===== src/rtl/cpu_seq_ctrl.sv =====
// Multi-cycle fetch/decode/execute/writeback sequencer: 5 cycles per instruction plus 1 per memory wait cycle.
// Holds IMEM_REQ until IMEM_VALID or until the fetch times out into a sticky TRAP that only RST clears.
module cpu_seq_ctrl #(
  parameter logic [31:0] RESET_PC    = 32'h0000_0000,
  parameter int unsigned MEM_TIMEOUT = 15
) (
  input  logic        CLK,
  input  logic        RST,
  input  logic        RUN,
  output logic        IMEM_REQ,
  output logic [31:0] IMEM_ADDR,
  input  logic [31:0] IMEM_RDATA,
  input  logic        IMEM_VALID,
  output logic [31:0] IR,
  output logic        DEC_EN,
  output logic        ALU_EN,
  output logic        RF_WE,
  output logic [31:0] PC,
  output logic [31:0] INSTRET,
  output logic        BUSY,
  output logic        TRAP,
  output logic [1:0]  TRAP_CAUSE
);

  localparam logic [2:0] S_IDLE   = 3'd0;
  localparam logic [2:0] S_FETCH  = 3'd1;
  localparam logic [2:0] S_WAIT   = 3'd2;
  localparam logic [2:0] S_DECODE = 3'd3;
  localparam logic [2:0] S_EXEC   = 3'd4;
  localparam logic [2:0] S_WB     = 3'd5;
  localparam logic [2:0] S_TRAP   = 3'd6;

  localparam logic [7:0] TIMEOUT_CNT = 8'(MEM_TIMEOUT);
  localparam logic [6:0] OP_ALU      = 7'b0110011;
  localparam logic [6:0] OP_ALU_IMM  = 7'b0010011;

  logic [2:0]  state_q, state_d;
  logic [31:0] pc_q, pc_d;
  logic [31:0] ir_q, ir_d;
  logic [31:0] instret_q, instret_d;
  logic        trap_q, trap_d;
  logic [1:0]  cause_q, cause_d;
  logic [7:0]  cnt_q, cnt_d;
  logic [7:0]  cnt_inc;
  logic        req_q, req_d;
  logic        dec_en_q, dec_en_d;
  logic        alu_en_q, alu_en_d;
  logic        rf_we_q, rf_we_d;
  logic        opcode_legal;

  assign cnt_inc      = cnt_q + 8'd1;
  assign opcode_legal = (ir_q[6:0] == OP_ALU) || (ir_q[6:0] == OP_ALU_IMM);

  always_ff @(posedge CLK) begin
    if (RST) begin
      state_q   <= S_IDLE;
      pc_q      <= RESET_PC;
      ir_q      <= '0;
      instret_q <= '0;
      trap_q    <= 1'b0;
      cause_q   <= 2'd0;
      cnt_q     <= '0;
      req_q     <= 1'b0;
      dec_en_q  <= 1'b0;
      alu_en_q  <= 1'b0;
      rf_we_q   <= 1'b0;
    end else begin
      state_q   <= state_d;
      pc_q      <= pc_d;
      ir_q      <= ir_d;
      instret_q <= instret_d;
      trap_q    <= trap_d;
      cause_q   <= cause_d;
      cnt_q     <= cnt_d;
      req_q     <= req_d;
      dec_en_q  <= dec_en_d;
      alu_en_q  <= alu_en_d;
      rf_we_q   <= rf_we_d;
    end
  end

  always_comb begin
    state_d   = state_q;
    pc_d      = pc_q;
    ir_d      = ir_q;
    instret_d = instret_q;
    trap_d    = trap_q;
    cause_d   = cause_q;
    cnt_d     = cnt_q;
    case (state_q)
      S_IDLE: begin
        if (RUN) state_d = S_FETCH;
      end
      S_FETCH: begin
        cnt_d   = '0;
        state_d = S_WAIT;
      end
      S_WAIT: begin
        // A response on the final allowed cycle still counts as a fetch.
        if (IMEM_VALID) begin
          ir_d    = IMEM_RDATA;
          state_d = S_DECODE;
        end else begin
          cnt_d = cnt_inc;
          if (cnt_inc == TIMEOUT_CNT) begin
            state_d = S_TRAP;
            trap_d  = 1'b1;
            cause_d = 2'd2;
          end
        end
      end
      S_DECODE: begin
        if (opcode_legal) begin
          state_d = S_EXEC;
        end else begin
          state_d = S_TRAP;
          trap_d  = 1'b1;
          cause_d = 2'd1;
        end
      end
      S_EXEC: begin
        state_d = S_WB;
      end
      S_WB: begin
        pc_d      = pc_q + 32'd4;
        instret_d = instret_q + 32'd1;
        state_d   = RUN ? S_FETCH : S_IDLE;
      end
      S_TRAP: begin
        state_d = S_TRAP;
      end
      default: begin
        state_d = S_TRAP;
        trap_d  = 1'b1;
        cause_d = 2'd0;
      end
    endcase
  end

  // Strobes are decoded from the next state so they leave flops aligned with the state they belong to.
  always_comb begin
    req_d    = (state_d == S_FETCH) || (state_d == S_WAIT);
    dec_en_d = (state_d == S_DECODE);
    alu_en_d = (state_d == S_EXEC);
    rf_we_d  = (state_d == S_WB) && (ir_d[11:7] != 5'd0);
  end

  assign IMEM_REQ   = req_q;
  assign IMEM_ADDR  = pc_q;
  assign IR         = ir_q;
  assign DEC_EN     = dec_en_q;
  assign ALU_EN     = alu_en_q;
  assign RF_WE      = rf_we_q;
  assign PC         = pc_q;
  assign INSTRET    = instret_q;
  assign BUSY       = (state_q != S_IDLE) && (state_q != S_TRAP);
  assign TRAP       = trap_q;
  assign TRAP_CAUSE = cause_q;

endmodule

===== config.mk =====
export PLATFORM = sky130hd
export DESIGN_NAME = cpu_seq_ctrl
export DESIGN_NICKNAME = d
export VERILOG_FILES = /design/src/rtl/cpu_seq_ctrl.sv
export SDC_FILE = /design/constraint.sdc
export NUM_CORES = 1
export LEC_CHECK = 0
export CORE_MARGIN = 5
export CORE_UTILIZATION = 30
export DETAILED_ROUTE_END_ITERATION = 7
export HOLD_SLACK_MARGIN = 0.05
export RECOVER_POWER = 25
export SLEW_MARGIN = 20
export SYNTH_ARGS = -nofsm -noshare
export SYNTH_HDL_FRONTEND = slang
export SYNTH_SLANG_ARGS = --single-unit

===== constraint.sdc =====
create_clock -name CLK -period 2.1 [get_ports CLK]
set_clock_uncertainty 0.2 [all_clocks]
set_input_delay 0.525 -clock CLK [delete_from_list [all_inputs] [get_ports CLK]]
set_output_delay 0.525 -clock CLK [all_outputs]
set_load 0.005 [all_outputs]

==> key figures <==
Critical path
  • Worst r2r src: state_q[1]
  • Critical Path RT: 2.19 ns
  • CP startpoint: state_q[1]
  • CP bufs+invs: 1
  • CP Launch Type: register
  • Reg-to-reg setup timing slack: -0.03 ns
  • Critical path peak fanout: 15
  • Crit path kind: register to register
  • CP max stage delay: 0.48 ns
  • Critical path endpoint category: register
  • CP cell instances: nand4b_1 > or3_4 > buf_12 > or4_4 > a21oi_2
  • Delay-heaviest family, CP: simple AND/OR/NAND/NOR gates
  • Crit path DAT: 2.22 ns
  • Critical Path Slowest Stage Cell: or4_4

Global route
  • Largest net degree at the start of global routing: 38
  • Number of global-route vias before repair: 4794
  • GRT Residual Overflow: 0
  • GRT Resource Usage Total: 14.4%
  • First-pass GRT wire length: 23700 µm
  • Initial antenna violation count: 0

Logic synthesis
  • Leading area contributor after synthesis: dfxtp_1
  • Post-synthesis sequential area ratio: 43.2%
  • Register bit total from synthesis: 112
  • Yosys warning total: 0
  • Top cell type's share of synthesized area: 43.2%
  • EDFF count, synth: 0
  • Synth area leaders: dfxtp_1 (43%), a21oi_1 (7.9%), nand2_1 (6.9%)
  • Gate Count Post-Synth: 635
  • Most used flip-flop cell after synthesis: dfxtp_1
  • Count leader, synth: dfxtp_1
  • Synthesized cell area: 0.00518 mm²
  • Async SR Flop Fraction: 0%
  • Top cells by count, synth: dfxtp_1 (112), nand2_1 (96), a21oi_1 (82)
  • Netlist cell types: 46
  • Synthesized area per cell: 8.17 µm²

STA
  • Max Clk Rate: 0.470 GHz
  • Fin crit share: 101%
  • Final max-slew violation count: 0
  • Min cycle time layout: 2.13 ns
  • Setup TNS: -0.124 ns
  • Final Hold Vio Count: 0
  • Setup violators final: 9
  • Relative slew slack: 57.4%
  • Setup WS post-layout: -0.0288 ns
  • Worst-margin pin slew: 0.637 ns
  • RSZ-0062 raised after global routing: yes

Clock tree
  • Max clock buf depth: 2
  • H-tree levels: 3
  • CTS Root Cell: clkbuf_16
  • Skew-Pair Late Insertion Delay: 0.36 ns
  • Num CTS Buffers: 9
  • Clk sink count: 112
  • CTS tree: built
  • Clock Pin Slew Worst Setup and Hold Paths: 0.09 ns

Die
  • Boundary Pins: 172
  • Cell Rows: 48
  • Die ar.: 0.0200 mm²
  • Die X: 141 µm
  • Initial Utilization: 30.3%
  • CORE AREA: 0.0171 mm²
  • Die Height: 141 µm

Place
  • PortBufs: 167
  • Gp weighted congestion: 0.772
  • Dpl cells: 1033
  • DP Area: 0.00737 mm²
  • Hpwl dp: 10300 µm

Route
  • Post-Route WL: 14900 µm
  • First DRT Iteration DRCs: 211
  • DR vias/cell: 4.91
  • Number of remaining DRC errors: 0
  • DR vias: 5202
  • TritonRoute pass-1 iters: 4
  • Wire length per cell: 14.0 µm
  • Post-route ant nets: 0

Pwr
  • Max VDD drop: 384 µV
  • PD cells: 535 mW/mm²
  • Power, Total: 4.30 mW
  • Leak Pwr: 3.09 nW

Finish
  • Nets: 870
  • Number of diodes: 0
  • Design area: 0.00804 mm²
  • Fin util: 47.0%
  • Layout cells sized above 1: 21.0%
  • Fin cells: 1060
  • Layout area overhead: 55.0%

Run status
  • Outcome: finished with violations
  • Failing checks: setup timing

Job
  • MaxCap Viol Count: 0

Min path
  • Hold WC Path Type: register to register
  • Hold Path Origin: IR[13]
power by group:
| group | internal [mW] | leakage (nW) | switching [mW] |
|---|---|---|---|
| clock network | 0.862 | 0.152 | 0.916 |
| registers | 2.15 | 0.920 | 0.0216 |
| logic | 0.186 | 2.02 | 0.165 |
| total | 3.20 | 3.09 | 1.10 |
routing by layer:
layer	wire length, µm	GRT usage (%)	up-vias	part of all wire, %
met2	6800	22.7	127	46
met5	0	0	-	0
met3	1030	4.58	14	6.9
met4	172	4.19	0	1.2
li1	-	-	2633	-
met1	6870	19.0	2428	46
worst min-delay path, stage by stage, from the launching register on:
cell	delay, ns
dfxtp_1	0.31
nand2_1	0.05
a21oi_1	0.05
state kept, by name, summed over array words and instances (netlist names), 2 cells and up:
name	count
IR	32
cnt_q	8
IMEM_ADDR	30
state_q	3
TRAP_CAUSE	2
INSTRET	32
cells in the final DEF, fill, tap and decap left out, types with 3 or more instances in the layout:
master / instances
a211oi_1: 3
a21oi_1: 68
a21oi_2: 14
a31oi_1: 3
and3_1: 9
and4_1: 6
buf_12: 5
buf_4: 70
buf_6: 9
clkbuf_16: 9
clkdlybuf4s50_1: 143
conb_1: 4
dfxtp_1: 81
dfxtp_2: 29
dlymetal6s2s_1: 21
ha_1: 3
inv_1: 11
inv_8: 3
mux2i_1: 3
nand2_1: 96
nand3_1: 22
nand3b_1: 3
nand4_1: 13
nor2_1: 36
nor2b_1: 5
nor3_1: 6
nor4_1: 7
o21ai_0: 18
o21bai_1: 3
o31ai_1: 24
o31ai_2: 3
or3_1: 12
or3_4: 3
or4_1: 21
or4_4: 9
xnor2_1: 12
xor2_1: 8
worst paths after layout:
check	cells past startpoint	endpoint
worst max register to register	5	IMEM_ADDR[19]
worst min register to register	2	IR[13]
worst max-delay path	5	IMEM_ADDR[19]
worst min-delay path	2	IR[13]
what timing repair did:
action / 4_1_cts / 5_1_grt
endpoints found under the hold margin: 0 / 0
buffers inserted: 4 / 5
hold buffers: 0 / 0
pin swaps: 16 / 24
setup endpoints to repair: 29 / 81
cloned: 1 / 1
gates resized for setup: 19 / 87
final cells by class:
cell class,instances,area (µm²)
Inverter,11,41.3
Clock buffer,9,225
Sequential cell,112,2290
Multi-Input combinational cell,442,2660
Timing Repair Buffer,254,2470
Clock inverter,7,83.8
Tap cell,225,282
Fill cell,1708,9080
kinds of logic after synthesis:
group                      after synthesis  share of synthesized area (%)
xor gates and xnor gates                21                           3.55
adders and majority gates                5                           1.16
AOI/OAI and AO/OA                      141                           15.6
buffers and inverters                   84                           8.61
and+or+nand+nor                        267                           26.9
muxes                                    4                          0.796
other                                    1                         0.0723
DFF                                    112                           43.2
stage by stage:
step	hold WS, ns	worst slack (ns)
after global placement	0.243	-0.309
after global routing	0.270	-0.119
final	0.256	-0.0288
after detailed placement	0.246	-0.337
after CTS	0.259	-0.0119
after floorplan	0.253	0.000399
Note: power is estimated with default switching activity, not from simulation.
